==> config.mk <==
export PLATFORM = sky130hd
export DESIGN_NAME = cfo_phase_accum
export DESIGN_NICKNAME = d
export VERILOG_FILES = /design/src/rtl/cfo_phase_accum.sv
export SDC_FILE = /design/constraint.sdc
export NUM_CORES = 1
export LEC_CHECK = 0
export CAP_MARGIN = 20
export CORE_UTILIZATION = 50
export CTS_CLUSTER_SIZE = 20
export DETAILED_ROUTE_END_ITERATION = 8
export PLACE_DENSITY = 0.88
export SLEW_MARGIN = 20
export SYNTH_ARGS = -nofsm -noshare
export SYNTH_HDL_FRONTEND = slang
export SYNTH_SLANG_ARGS = --single-unit
==> constraint.sdc <==
create_clock -name clock -period 5.02 [get_ports clock]
set_input_delay 0.753 -clock clock [delete_from_list [all_inputs] [get_ports clock]]
set_output_delay 0.753 -clock clock [all_outputs]
set_load 0.05 [all_outputs]
==> src/rtl/cfo_phase_accum.sv <==
// cfo_phase_accum
//   Carrier-frequency-offset phase accumulator. It is placed after the
//   short-preamble detector. On a detection pulse it latches the per-sample
//   phase offset, clamped to [-pi, +pi]. For every strobed sample after that,
//   it produces a wrapped, accumulated correction phase for the rotator.
//   Samples pass through with one cycle of latency, aligned to their phase.
//   Tracking stops on pkt_end or after max_track_len samples.
//
//   Optional macro CFO_LOCK_HOLD_EN: when defined, a detection pulse seen
//   while already tracking is ignored, so the first lock is held until
//   pkt_end or timeout.
module cfo_phase_accum #(
   parameter logic signed [16:0] PI_SCALED        = 17'sd1608,
   parameter logic signed [16:0] DOUBLE_PI_SCALED = 17'sd3217
) (
   input  logic        clock,
   input  logic        reset,
   input  logic        enable,
   input  logic [31:0] sample_in,
   input  logic        sample_in_strobe,
   input  logic        short_preamble_detected,
   input  logic [15:0] phase_offset,
   input  logic        pkt_end,
   input  logic [31:0] max_track_len,
   output logic [31:0] sample_out,
   output logic        sample_out_strobe,
   output logic [15:0] phase_corr,
   output logic        locked
);

   localparam logic signed [16:0] NEG_PI_SCALED = -PI_SCALED;

`ifdef CFO_LOCK_HOLD_EN
   localparam logic REDETECT_EN = 1'b0;
`else
   localparam logic REDETECT_EN = 1'b1;
`endif

   typedef enum logic [0:0] {
      IDLE  = 1'b0,
      TRACK = 1'b1
   } state_t;

   state_t             state_r, state_s;
   logic signed [15:0] acc_r, acc_s;
   logic signed [15:0] offset_r, offset_s;
   logic [31:0]        track_cnt_r, track_cnt_s;
   logic [31:0]        sample_out_s;
   logic               strobe_s;
   logic [15:0]        phase_corr_s;
   logic               locked_s;
   logic [31:0]        last_idx_s;
   logic               timeout_s;
   logic               restart_s;
   logic signed [15:0] wrapped_s;
   logic signed [15:0] clamped_s;
   logic [31:0]        cnt_inc_s;

   // Limit a signed offset to [-pi, +pi].
   function automatic logic signed [15:0] clamp_offset(input logic signed [15:0] off);
      logic signed [16:0] ext;
      ext = {off[15], off};
      if (ext > PI_SCALED) begin
         return PI_SCALED[15:0];
      end else if (ext < NEG_PI_SCALED) begin
         return NEG_PI_SCALED[15:0];
      end else begin
         return off;
      end
   endfunction

   // Add two in-range phases at 17 bits and fold the result back into [-pi, +pi].
   function automatic logic signed [15:0] wrap_add(input logic signed [15:0] a,
                                                   input logic signed [15:0] b);
      logic signed [16:0] sum;
      logic signed [16:0] res;
      sum = {a[15], a} + {b[15], b};
      if (sum > PI_SCALED) begin
         res = sum - DOUBLE_PI_SCALED;
      end else if (sum < NEG_PI_SCALED) begin
         res = sum + DOUBLE_PI_SCALED;
      end else begin
         res = sum;
      end
      return res[15:0];
   endfunction

   // Derived helpers: timeout index (a limit of 0 behaves as 1), saturating count, next phase.
   always_comb begin
      if (max_track_len == 32'd0) begin
         last_idx_s = 32'd0;
      end else begin
         last_idx_s = max_track_len - 32'd1;
      end
      timeout_s = (track_cnt_r == last_idx_s);
      if (track_cnt_r == 32'hFFFF_FFFF) begin
         cnt_inc_s = track_cnt_r;
      end else begin
         cnt_inc_s = track_cnt_r + 32'd1;
      end
      wrapped_s = wrap_add(acc_r, offset_r);
      clamped_s = clamp_offset(phase_offset);
      restart_s = short_preamble_detected & ~pkt_end &
                  ((state_r == IDLE) | REDETECT_EN);
   end

   // Next-state, accumulator and output-register values; priority pkt_end > detect > timeout > accumulate.
   always_comb begin
      state_s      = state_r;
      acc_s        = acc_r;
      offset_s     = offset_r;
      track_cnt_s  = track_cnt_r;
      locked_s     = locked;
      sample_out_s = sample_out;
      strobe_s     = 1'b0;
      phase_corr_s = phase_corr;

      if (sample_in_strobe) begin
         sample_out_s = sample_in;
         strobe_s     = 1'b1;
         if ((state_r == TRACK) && !restart_s) begin
            phase_corr_s = acc_r;
         end else begin
            phase_corr_s = 16'sd0;
         end
      end else begin
         strobe_s = 1'b0;
      end

      case (state_r)
         IDLE: begin
            acc_s = 16'sd0;
            if (restart_s) begin
               state_s     = TRACK;
               offset_s    = clamped_s;
               track_cnt_s = 32'd0;
               locked_s    = 1'b1;
            end else begin
               state_s  = IDLE;
               locked_s = 1'b0;
            end
         end
         TRACK: begin
            if (pkt_end) begin
               state_s     = IDLE;
               acc_s       = 16'sd0;
               track_cnt_s = 32'd0;
               locked_s    = 1'b0;
            end else if (restart_s) begin
               offset_s    = clamped_s;
               acc_s       = 16'sd0;
               track_cnt_s = 32'd0;
               locked_s    = 1'b1;
            end else if (sample_in_strobe) begin
               if (timeout_s) begin
                  state_s     = IDLE;
                  acc_s       = 16'sd0;
                  track_cnt_s = 32'd0;
                  locked_s    = 1'b0;
               end else begin
                  acc_s       = wrapped_s;
                  track_cnt_s = cnt_inc_s;
               end
            end else begin
               state_s = TRACK;
            end
         end
         default: begin
            state_s     = IDLE;
            acc_s       = 16'sd0;
            track_cnt_s = 32'd0;
            locked_s    = 1'b0;
         end
      endcase
   end

   // State and output registers; enable low freezes everything and only drops the strobe.
   always_ff @(posedge clock) begin
      if (reset) begin
         state_r           <= IDLE;
         acc_r             <= 16'sd0;
         offset_r          <= 16'sd0;
         track_cnt_r       <= 32'd0;
         sample_out        <= 32'd0;
         sample_out_strobe <= 1'b0;
         phase_corr        <= 16'd0;
         locked            <= 1'b0;
      end else if (enable) begin
         state_r           <= state_s;
         acc_r             <= acc_s;
         offset_r          <= offset_s;
         track_cnt_r       <= track_cnt_s;
         sample_out        <= sample_out_s;
         sample_out_strobe <= strobe_s;
         phase_corr        <= phase_corr_s;
         locked            <= locked_s;
      end else begin
         sample_out_strobe <= 1'b0;
      end
   end

endmodule

==> flow_summary_export.csv, run 1 <==
group,metric,value,unit
critical_path,crit_path_cell_trace,"clkdlybuf4s50_1 -> or4_1 -> or3_1 -> nor4_1 -> nor2_1 -> mux2_1 -> or4b_4 -> nor4_4 -> a21oi_4 -> buf_4 -> nand2_1 -> o211ai_1",
critical_path,critical_path.max_fanout,18,
sta,hold_viol_final,0,
logic_synthesis,synth-edff-count,0,
sta,largest_clock_skew_in_the_final_design,0.00791,ns
logic_synthesis,synth_top_cells_by_area,"sky130_fd_sc_hd__dfxtp_1 28%, sky130_fd_sc_hd__nand2_1 6.8%, sky130_fd_sc_hd__a21oi_1 5.1%",
placed_design,routabilityCongestion,0.968,
layout,area.growth.synth_to_final,27.7,%
logic_synthesis,synthesis.instances,1076,
logic_synthesis,ys.warnings.count,0,
floorplanning,starting_density_of_the_core,51.1,%
floorplanning,chipHeight,129,um
global_routing,antenna_found_initial,0,
critical_path,crit_required,5.31,ns
layout,nets,1312,
pwr,peakVddDrop,0.328,mV
sta,post-route-period-util,91.1,%
routing,first_iter_violations,701,
run,drv.max_cap_violation_count,0,
min_path,min_path_type,"reg2reg",
logic_synthesis,number_of_distinct_library_cell_variants_in_the_gate_level_netlist_after_synthesis,76,
sta,final.min_clock_period,4.57,ns
critical_path,cpLargestDelayFamily,"simple AND/OR/NAND/NOR gates",
logic_synthesis,synth_top_area_share,28.5,%
critical_path,endpoint_kind,"flip-flop",
clock_network,worst_setup_hold_path_clk_slew,0.06,ns
logic_synthesis,postSynthNetCount,1185,
sta,slew_viol_final,0,
floorplanning,dieArea,16700,sq um
global_routing,total_global_route_track_usage,30.0,%
floorplanning,core,15800,sq um
sta,maxClockFrequency,0.219,GHz
clock_network,numCtsBuffers,17,
critical_path,timing_worst_setup_path_type,"in2reg",
routing,route.detailed.vias_per_inst,6.26,
global_routing,global_route.overflow_total,0,
routing,finalWirelength,25600,um
placed_design,port_buffers,135,
logic_synthesis,synthMostInstantiatedCell,"sky130_fd_sc_hd__nand2_1",
sta,unrepaired_setup_endpoints_after_global_routing,"false",
critical_path,kind_of_start_point_of_the_critical_path,"primary input",
critical_path,critical_path_arrival,4.86,ns
clock_network,cts.sink_count,115,
layout,layout-drive-gt1-share,9.05,%
sta,slew_headroom,35.9,%
pwr,leakage,3.67,nW
logic_synthesis,yosysSeqAreaShare,28.5,%
routing,wl_per_cell,17.9,um
clock_network,clkLatencyLatePin,0.42,ns
routing,dr_total_vias,8951,
clock_network,cts.root.buffer_cell,"sky130_fd_sc_hd__clkbuf_16",
logic_synthesis,yosysTopAreaCell,"sky130_fd_sc_hd__dfxtp_1",
global_routing,grt_start_max_net_pins,94,
logic_synthesis,synth_area,8090,sq um
floorplanning,io-pin-count,136,
sta,setup-tns-final,0,ns
logic_synthesis,syn_avg_cell_area,7.52,sq um
routing,first_pass_iters,5,
outcome,outcome,"finished, final reports clean",
routing,drc,0,
logic_synthesis,asyncSetResetFlopFracSynth,0,%
pwr,total_power,2.46,mW
floorplanning,die_w,129,um
global_routing,grt_pass1_wl,40000,um
clock_network,post_cts_resize_count,0,
logic_synthesis,synth.ff_latch_count,115,
logic_synthesis,ys.flop_type,"sky130_fd_sc_hd__dfxtp_1",
pwr,power.density_cell_area,238,nW/um^2
layout,antenna-diode-count,0,
critical_path,worst-path-buf-inv,2,
sta,worst-slew-pin-transition,0.961,ns
clock_network,clock_tree.buffer_depth,2,
clock_network,tritoncts,"built",
global_routing,via_count_of_the_first_global_routing_pass,8387,
critical_path,crit_slowest_cell,"sky130_fd_sc_hd__or4_1",
clock_network,post_cts_setup_buffers,0,
routing,ant_nets,0,
clock_network,cts_hold_buffers,0,
logic_synthesis,ys_top_cells_by_count,"146 x sky130_fd_sc_hd__nand2_1, 115 x sky130_fd_sc_hd__dfxtp_1, 83 x sky130_fd_sc_hd__a21oi_1",
clock_network,htreeDepth,4,
floorplanning,fp-row-count,46,
sta,finalSetupViolations,0,
placed_design,hpwl,18600,um
critical_path,critical_path.max_stage_delay,0.63,ns
[routing by layer]
layer  part of all wire [%]  global-route usage (%)  up-vias
met5                      0                       0        -
met3                    6.3                    5.04       82
met1                     41                    34.5     4190
met4                    3.7                    14.0        0
li1                       -                       -     4266
met2                     49                    54.0      413
[path summary, 6_finish.rpt]
check | cells past startpoint | to | start | slack [ns]
worst max-delay path | 12 | track_cnt_r[21] | max_track_len[16] | 0.45
worst max register to register | 14 | acc_r[10] | acc_r[0] | 0.78
worst min register to register | 2 | sample_out[28] | sample_out[28] | 0.45
worst min-delay path | 2 | sample_out[28] | sample_out[28] | 0.45
[through the flow]
| stage | worst slack (ns) | instances | hold WS, ns | cell area (sq um) | utilization [%] |
|---|---|---|---|---|---|
| 2_1_floorplan | 0.741 | 1076 | 0.436 | 8090 | - |
| 3_3_place_gp | 0.133 | 1400 | 0.441 | 9770 | 61.8 |
| 3_5_place_dp | 0.121 | 1400 | 0.446 | 9770 | 61.8 |
| 4_1_cts | 0.517 | 1431 | 0.453 | 10300 | 65.3 |
| 5_1_grt | 0.319 | 1431 | 0.475 | 10300 | 65.3 |
| 6_report | 0.448 | 1431 | 0.453 | 10300 | 65.3 |
[state kept, by name, indices dropped and copies added, names as in the netlist]
name	cells
phase_corr	16
state_r	1
locked	1
sample_out	32
sample_out_strobe	1
track_cnt_r	32
offset_r	16
acc_r	16
[area by class of cell]
type	instances	area (sq um)
inverters	20	75.1
repair buffers	182	1710
fillers	1362	5500
multi-input cells	867	5420
well taps	216	270
clock buffers	17	425
flip-flops and latches	115	2300
clock inverters	14	131
[power by group]
part	total (mW)	switching, mW	leakage (nW)	internal, mW
Combinational	0.377	0.217	2.49	0.161
Clock	1.15	0.466	0.251	0.681
Sequential	0.939	0.00892	0.931	0.930
[cell usage in the layout, fill, tap and decap left out, types with 8 or more instances in the layout]
| cell | synthesis | final |
|---|---|---|
| sky130_fd_sc_hd__nand3_1 | 54 | 54 |
| sky130_fd_sc_hd__nor4_1 | 19 | 19 |
| sky130_fd_sc_hd__a21oi_1 | 83 | 83 |
| sky130_fd_sc_hd__o211ai_1 | 19 | 19 |
| sky130_fd_sc_hd__nor3b_1 | 8 | 8 |
| sky130_fd_sc_hd__nand2b_1 | 14 | 14 |
| sky130_fd_sc_hd__xnor2_1 | 43 | 43 |
| sky130_fd_sc_hd__o21ai_0 | 19 | 19 |
| sky130_fd_sc_hd__a22oi_1 | 33 | 33 |
| sky130_fd_sc_hd__a21o_1 | 8 | 8 |
| sky130_fd_sc_hd__xor2_1 | 10 | 10 |
| sky130_fd_sc_hd__a31oi_1 | 18 | 18 |
| sky130_fd_sc_hd__nor3_1 | 41 | 41 |
| sky130_fd_sc_hd__o31ai_1 | 11 | 11 |
| sky130_fd_sc_hd__or3_1 | 22 | 22 |
| sky130_fd_sc_hd__or4_1 | 9 | 9 |
| sky130_fd_sc_hd__nand2_1 | 146 | 146 |
| sky130_fd_sc_hd__clkbuf_16 | 0 | 17 |
| sky130_fd_sc_hd__and2_1 | 10 | 10 |
| sky130_fd_sc_hd__nand4_1 | 32 | 32 |
| sky130_fd_sc_hd__clkdlybuf4s50_1 | 0 | 134 |
| sky130_fd_sc_hd__ha_1 | 22 | 22 |
| sky130_fd_sc_hd__dfxtp_1 | 115 | 115 |
| sky130_fd_sc_hd__o21ai_1 | 10 | 10 |
| sky130_fd_sc_hd__nor2_1 | 76 | 76 |
| sky130_fd_sc_hd__a22o_1 | 14 | 14 |
| sky130_fd_sc_hd__a211oi_1 | 13 | 13 |
| sky130_fd_sc_hd__buf_4 | 0 | 46 |
| sky130_fd_sc_hd__inv_1 | 20 | 20 |
| sky130_fd_sc_hd__and3_1 | 13 | 13 |
[tightest hold or removal path, stage by stage (launching register included)]
cell and delay (ns):
sky130_fd_sc_hd__dfxtp_1 0.30, sky130_fd_sc_hd__nand2_1 0.05, sky130_fd_sc_hd__a21oi_1 0.05
[cells by family after synthesis]
| kind of cell | count (synthesis) | synth area share (%) |
|---|---|---|
| and+or+nand+nor | 485 | 30.9 |
| DFF | 115 | 28.5 |
| muxes | 10 | 1.30 |
| adders and majority gates | 23 | 3.65 |
| buffers and inverters | 94 | 4.72 |
| AOI/OAI and AO/OA | 295 | 24.9 |
| xor gates and xnor gates | 54 | 6.02 |
(Power assumes the default switching activity.)
==> run 2: changes to the inputs <==
--- a/config.mk
+++ b/config.mk
@@ -5,10 +5,10 @@
 export SDC_FILE = /design/constraint.sdc
 export NUM_CORES = 1
 export LEC_CHECK = 0
-export CAP_MARGIN = 20
 export CORE_UTILIZATION = 50
 export CTS_CLUSTER_SIZE = 20
 export DETAILED_ROUTE_END_ITERATION = 8
+export GPL_ROUTABILITY_DRIVEN = 0
 export PLACE_DENSITY = 0.88
 export SLEW_MARGIN = 20
 export SYNTH_ARGS = -nofsm -noshare
==> run 2 against run 1 <==
  * Non-clock buffer count decreased by 10
  * Clock skew decreased by 0.0020 ns
  * Combinational power about the same
  * Final area increased by 0.18%
  * Clock power increased by 17%
  * Sequential power about the same
  * Global-route usage decreased by 0.71 points
  * Via count increased by 0.13%
  * Sequential cell count unchanged
  * Die area unchanged
  * Final cell count decreased by 0.77%
  * Utilization increased by 0.12 points
  * Highest routed layer unchanged
==> flow_summary_export.csv, run 2 (synthesis gave the netlist of run 1 again) <==
group,metric,value,unit
layout,nets,1302,
routing,drc,0,
global_routing,grt_pass1_wl,39400,um
floorplanning,die_w,129,um
clock_network,tritoncts,"built",
routing,first_iter_violations,847,
critical_path,worst-path-buf-inv,3,
sta,final.min_clock_period,4.45,ns
critical_path,crit_path_cell_trace,"clkdlybuf4s50_1 -> or4_1 -> or3_1 -> buf_4 -> nor3_2 -> a21oi_1 -> o32ai_1 -> o221ai_1 -> nor4_1 -> buf_4 -> a21oi_4 -> and3_1 -> a32o_1",
floorplanning,chipHeight,129,um
pwr,power.density_cell_area,257,nW/um^2
floorplanning,starting_density_of_the_core,51.1,%
routing,route.detailed.vias_per_inst,6.31,
routing,first_pass_iters,5,
global_routing,total_global_route_track_usage,29.3,%
clock_network,worst_setup_hold_path_clk_slew,0.05,ns
layout,area.growth.synth_to_final,27.9,%
clock_network,cts_hold_buffers,0,
routing,detailroute.wirelength.met2,11900,um
pwr,peakVddDrop,0.219,mV
critical_path,critical_path_arrival,4.75,ns
min_path,hold_depth,2,
clock_network,cts.sink_count,115,
min_path,min_path_type,"reg2reg",
critical_path,critical_path.max_stage_delay,0.62,ns
sta,hold_viol_final,0,
layout,biggestRegsByFlops,"sample_out (32), track_cnt_r (32)",
routing,wl_per_cell,17.3,um
layout,layout.cells.most_common,"sky130_fd_sc_hd__nand2_1",
sta,finalSetupViolations,0,
placed_design,hpwl,17400,um
sta,unrepaired_setup_endpoints_after_global_routing,"false",
critical_path,critical_path_cell_count,13,
sta,slew_headroom,35.9,%
clock_network,numCtsBuffers,17,
routing,finalWirelength,24600,um
critical_path,worstRegToRegCells,13,
floorplanning,io-pin-count,136,
routing,met3_length,2110,um
critical_path,critical_path.max_fanout,16,
clock_network,cts.root.buffer_cell,"sky130_fd_sc_hd__clkbuf_16",
critical_path,crit_required,5.32,ns
routing,dr_total_vias,8963,
clock_network,clkLatencyLatePin,0.42,ns
global_routing,grt_start_max_net_pins,94,
sta,largest_clock_skew_in_the_final_design,0.00594,ns
critical_path,crit_slowest_cell,"sky130_fd_sc_hd__or4_1",
pwr,total_power,2.66,mW
outcome,outcome,"finished, final reports clean",
critical_path,cpLargestDelayFamily,"simple AND/OR/NAND/NOR gates",
layout,final_cell_mix,"146 x sky130_fd_sc_hd__nand2_1, 134 x sky130_fd_sc_hd__clkdlybuf4s50_1, 115 x sky130_fd_sc_hd__dfxtp_1, 83 x sky130_fd_sc_hd__a21oi_1, 75 x sky130_fd_sc_hd__nor2_1",
routing,ant_nets,0,
sta,worst-slew-pin-transition,0.957,ns
run,drv.max_cap_violation_count,0,
routing,wirelength_met1,9740,um
critical_path,endpoint_kind,"flip-flop",
floorplanning,dieArea,16700,sq um
layout,antenna-diode-count,0,
clock_network,post_cts_resize_count,0,
critical_path,kind_of_start_point_of_the_critical_path,"primary input",
placed_design,port_buffers,135,
floorplanning,fp-row-count,46,
pwr,leakage,3.68,nW
sta,post-route-period-util,88.6,%
routing,dr.max_layer_used,"met4",
floorplanning,core,15800,sq um
sta,maxClockFrequency,0.225,GHz
global_routing,via_count_of_the_first_global_routing_pass,8231,
sta,setup-tns-final,0,ns
critical_path,timing_worst_setup_path_type,"in2reg",
layout,layout-drive-gt1-share,8.22,%
clock_network,post_cts_setup_buffers,0,
critical_path,cp_common_cell,"sky130_fd_sc_hd__buf_4",
global_routing,global_route.overflow_total,0,
sta,slew_viol_final,0,
clock_network,clock_tree.buffer_depth,2,
global_routing,antenna_found_initial,0,
clock_network,htreeDepth,4,
## run 2: per-stage QoR
| stage | instance area [sq um] | util, % | hold WS (ns) | setup slack (ns) | std cells |
|---|---|---|---|---|---|
| final | 10300 | 65.4 | 0.451 | 0.572 | 1420 |
| after detailed placement | 9700 | 61.3 | 0.446 | 0.240 | 1390 |
| after CTS | 10300 | 65.4 | 0.453 | 0.654 | 1420 |
| after floorplan | 8090 | - | 0.436 | 0.741 | 1076 |
| after global routing | 10300 | 65.4 | 0.470 | 0.387 | 1420 |
| after global placement | 9700 | 61.3 | 0.440 | 0.293 | 1390 |
## run 2: worst paths after layout
| check | end | start | slack, ns |
|---|---|---|---|
| setup / recovery | track_cnt_r[24] | max_track_len[18] | 0.57 |
| hold / removal | sample_out[8] | sample_out[8] | 0.45 |
| setup reg to reg | acc_r[15] | acc_r[0] | 0.78 |
| hold reg to reg | sample_out[8] | sample_out[8] | 0.45 |
## run 2: routing by layer
metal,vias up,track usage (%)
met4,0,13.9
met3,86,4.87
met5,-,0
met2,490,50.0
li1,4258,-
met1,4129,35.8
## run 2: tightest hold or removal path, cell delays in order (launching register included)
cell and delay (ns):
sky130_fd_sc_hd__dfxtp_1 0.30, sky130_fd_sc_hd__nand2_1 0.05, sky130_fd_sc_hd__a21oi_1 0.05
## run 2: layout make-up
type,instances,area (sq um)
Inverter,20,75.1
Sequential cell,115,2300
Multi-Input combinational cell,867,5420
Clock buffer,21,470
Timing Repair Buffer,172,1640
Fill cell,1295,5480
Clock inverter,9,178
Tap cell,216,270
## run 2: where the power goes
part	total (mW)	internal (mW)	switching [mW]	leakage [nW]
clock network	1.35	0.914	0.432	0.319
logic	0.374	0.159	0.215	2.43
registers	0.939	0.931	0.00877	0.931
